`config.mk`:
```
export PLATFORM = sky130hd
export DESIGN_NAME = latch_deserializer
export DESIGN_NICKNAME = d
export VERILOG_FILES = /design/src/rtl/latch_deserializer.sv
export SDC_FILE = /design/constraint.sdc
export NUM_CORES = 1
export LEC_CHECK = 0
export ABC_AREA = 1
export ABC_CLOCK_PERIOD_IN_PS = 1920
export CAP_MARGIN = 20
export CORE_MARGIN = 2
export CORE_UTILIZATION = 42
export CTS_CLUSTER_SIZE = 20
export DETAILED_ROUTE_END_ITERATION = 12
export GPL_TIMING_DRIVEN = 0
export PLACE_DENSITY = 0.69
export SYNTH_ARGS = -nofsm -noshare
export SYNTH_HDL_FRONTEND = slang
export SYNTH_SLANG_ARGS = --single-unit
```
`constraint.sdc`:
```
create_clock -name clock -period 1.92 [get_ports clock]
set_input_delay 0.384 -clock clock [delete_from_list [all_inputs] [get_ports clock]]
set_output_delay 0.384 -clock clock [all_outputs]
set_load 0.01 [all_outputs]
```
`src/rtl/latch_deserializer.sv`:
```
// Deserializes bits held by an upstream transparent latch into WIDTH-bit words, sampling
// q on each synchronized fall of the latch enable; words leave on a valid/ready stage.
module latch_deserializer #(
    parameter int unsigned WIDTH       = 8,
    parameter int unsigned SYNC_STAGES = 2
) (
    input  logic                     clock,
    input  logic                     reset,
    input  logic                     latch_q,
    input  logic                     latch_en,
    input  logic                     clear,
    output logic [WIDTH-1:0]         data,
    output logic                     valid,
    input  logic                     ready,
    output logic [$clog2(WIDTH):0]   bit_count,
    output logic                     overrun
);

    localparam int unsigned CW = $clog2(WIDTH) + 1;

    logic [SYNC_STAGES-1:0] en_sync;
    logic [SYNC_STAGES-1:0] q_sync;
    logic                   en_d;
    logic                   en_s;
    logic                   q_s;
    logic                   fall;
    logic                   complete;
    logic [WIDTH-1:0]       shreg_q;
    logic [WIDTH-1:0]       shreg_d;
    logic [WIDTH-1:0]       word;
    logic [CW-1:0]          count_d;
    logic [WIDTH-1:0]       data_d;
    logic                   valid_d;
    logic                   overrun_d;

    always_ff @(posedge clock or posedge reset) begin
        if (reset) begin
            en_sync   <= '0;
            q_sync    <= '0;
            en_d      <= 1'b0;
            shreg_q   <= '0;
            bit_count <= '0;
            data      <= '0;
            valid     <= 1'b0;
            overrun   <= 1'b0;
        end else begin
            en_sync   <= {en_sync[SYNC_STAGES-2:0], latch_en};
            q_sync    <= {q_sync[SYNC_STAGES-2:0], latch_q};
            en_d      <= en_s;
            shreg_q   <= shreg_d;
            bit_count <= count_d;
            data      <= data_d;
            valid     <= valid_d;
            overrun   <= overrun_d;
        end
    end

    always_comb begin
        en_s      = en_sync[SYNC_STAGES-1];
        q_s       = q_sync[SYNC_STAGES-1];
        // Latch output is stable while enable is low, so sample only on the close event.
        fall      = en_d & ~en_s;
        word      = {shreg_q[WIDTH-2:0], q_s};
        complete  = 1'b0;
        shreg_d   = shreg_q;
        count_d   = bit_count;
        data_d    = data;
        valid_d   = valid;
        overrun_d = overrun;

        if (clear) begin
            count_d   = '0;
            overrun_d = 1'b0;
        end else if (fall) begin
            shreg_d = word;
            if (bit_count == CW'(WIDTH - 1)) begin
                complete = 1'b1;
                count_d  = '0;
            end else begin
                count_d = bit_count + CW'(1);
            end
        end

        if (valid && ready) begin
            valid_d = 1'b0;
        end
        if (complete) begin
            if (!valid || ready) begin
                data_d  = word;
                valid_d = 1'b1;
            end else begin
                overrun_d = 1'b1;
            end
        end
    end

endmodule

```
==> flow_metrics.tcl <==
set metrics [dict create \
    run_status "finished, final reports clean" \
    arrival_ns 1.34 \
    slew_violations 0 \
    crit_buf_inv 1 \
    avgSynthCellArea_um2 9.97 \
    viasPerCell 5.04 \
    yosys.area.top_type_share 0.627 \
    cp_slowest_cell "clkdlybuf4s50_1" \
    detail-route-antenna-nets 0 \
    antenna_found_initial 0 \
    finalWirelength_um 1840 \
    synth-seq-cells 26 \
    yosys.cell_count.top_type "nand2_1" \
    p_sw_frac 0.237 \
    layout-drive-gt1-share 0.102 \
    rows 18 \
    grt_pass1_wl_um 3110 \
    yosysTopAreaCell "dfrtp_1" \
    core_um2 2410 \
    p_leak_nw 0.641 \
    hp-class "primary input to asynchronous set/reset pin" \
    finClkSkew_ns 0.00185 \
    layout_min_cycle_time_ns 1.73 \
    critPathMaxStageDelay_ns 0.57 \
    grt_pass1_vias 706 \
    rsz0062_at_grt "false" \
    drcViolationCount 0 \
    die_y_um 53.7 \
    synth_edf_count 0 \
    numPortBuffers 19 \
    relSlewSlack 0.719 \
    cts_tree "yes" \
    placed_area_um2 1260 \
    grt_max_degree 27 \
    pwr-share-comb 0.087 \
    internal-power_uw 741 \
    start_util 0.430 \
    dpl.cell_count 153 \
    vias 796 \
    crit_family "buffers and inverters" \
    cp_cell_sequence "clkdlybuf4s50_1" \
    cts_buffer_depth 2 \
    cts_hold_buffers 0 \
    drtIter0Drc 19 \
    cap_violations 0 \
    power.switching_uw 230 \
    grt_usage 0.149 \
    area_delta_synth_final_pct 28.1 \
    die_w_um 53.7 \
    critPathLaunchType "flip-flop" \
    numCtsBuffers 3 \
    yosysSeqAreaShare 0.627 \
    powerDensity_nw_per_um2 730 \
    syn-num-nets 111 \
    final_nets 136 \
    final_cell_area_um2 1330 \
    gp_congestion 0.745 \
    synth_ff_type "dfrtp_1" \
    clk_latency_ns 0.31 \
    clock-sinks 26 \
    clk_pin_slew_ns 0.14 \
    cp_max_fo 6 \
    final_util 0.551 \
    synth_area_leaders "dfrtp_1, nand2_1, nand4_1" \
    finalCritPeriodShare 0.900 \
    fin_tns_setup_ns 0 \
    synthCells 104 \
    overflow 0 \
    root_buffer "clkbuf_4" \
    fill_cells 223 \
    post_cts_buffers 0 \
    timing.fmax_mhz 579 \
    netlist_area_um2 1040 \
    dp_hpwl_um 1320 \
    htreeDepth 1 \
    p_clk_frac 0.279 \
    synth_common_cells "nand2_1, dfrtp_1, nand4_1, inv_1, o21ai_0" \
    antenna_cells 0 \
    power.share.sequential 0.634 \
    ioPinCount 20 \
    dr.pass1.iters 4 \
    end_kind "output port" \
    setup_viol 0 \
    hold_viol 0 \
    synthArstFlopShare 1.00 \
    peakVddDrop_mv 0.435 \
    stdcell_count 158 \
    crit_type "flip-flop to output port" \
    ys_warn_count 0 \
    worst_ep_required_time_ns 1.54 \
    ys_types 19 \
    tightest_slew_ns 0.422 \
    wl_per_cell_um 11.7 \
    ctsResizeCount 0 \
    dieArea_um2 2880 \
]
-- sequential cells by signal (all words and copies together), names as in the netlist --
register,flops
q_sync,2
valid,1
en_sync,2
overrun,1
shreg_q,7
bit_count,4
data,8
en_d,1
-- power groups by stage --
stage | clock [mW] | sequential (mW) | combinational [mW]
2_1_floorplan | 0 | 0.619 | 0.0493
3_3_place_gp | 0 | 0.623 | 0.0749
3_5_place_dp | 0 | 0.625 | 0.0785
4_1_cts | 0.275 | 0.614 | 0.0792
5_1_grt | 0.301 | 0.621 | 0.0972
6_report | 0.271 | 0.615 | 0.0845
-- per-layer routing --
metal,GRT usage,share of wire
met5,0,0
met4,0.0385,0
met3,0.0333,0.045
met2,0.254,0.52
met1,0.191,0.44
-- path summary, 6_finish.rpt --
check | cells past startpoint | slack (ns) | endpoint | startpoint
setup / recovery | 1 | 0.19 | bit_count[2] | bit_count[2]$_DFFE_PP0P_
hold / removal | 2 | 0.23 | shreg_q[1]$_DFFE_PP0P_ | reset
setup reg to reg | 7 | 0.58 | bit_count[3]$_DFFE_PP0P_ | bit_count[0]$_DFFE_PP0P_
hold reg to reg | 0 | 0.37 | q_sync[1]$_DFF_PP0_ | q_sync[0]$_DFF_PP0_
max in group asynchronous | 3 | 1.35 | data[1]$_DFFE_PP0P_ | reset
min in group clock | 0 | 0.37 | q_sync[1]$_DFF_PP0_ | q_sync[0]$_DFF_PP0_
-- area by class of cell --
type                    instances  area, µm²  area share
plain buffers                   3       22.5      0.0169
flip-flops and latches         26        651       0.490
inverters                       8       30.0      0.0226
multi-input cells              67        334       0.251
repair buffers                 20        218       0.164
well taps                      30       37.5      0.0282
clock buffers                   4       36.3      0.0273
-- metrics by stage --
step	hold WS (ns)	setup WS (ns)	total power [mW]
2_1_floorplan	0.331	0.659	0.668
3_3_place_gp	0.332	0.197	0.698
3_5_place_dp	0.337	0.169	0.703
4_1_cts	0.368	0.180	0.968
5_1_grt	0.229	0.121	1.02
6_report	0.231	0.192	0.971
-- logic make-up (layout without fill, tap and decap cells) --
logic type / count (synthesis) / after routing / synth area share
AOI/OAI and AO/OA: 9 / 9 / 0.0495
xor gates and xnor gates: 1 / 1 / 0.00845
adders and majority gates: 1 / 1 / 0.0121
buffers and inverters: 11 / 35 / 0.0507
DFF: 26 / 26 / 0.627
and+or+nand+nor: 56 / 56 / 0.252
-- layout by cell type, fill, tap and decap left out, types with 2 or more instances in the layout --
master	synthesis	layout
nand2_1	35	35
dfrtp_1	26	26
clkdlybuf4s50_1	0	19
nand4_1	9	9
inv_1	7	7
o21ai_0	7	7
nand3_1	6	6
clkbuf_4	0	3
nand2_2	2	2
No activity file was read; power rests on OpenSTA's default activity.
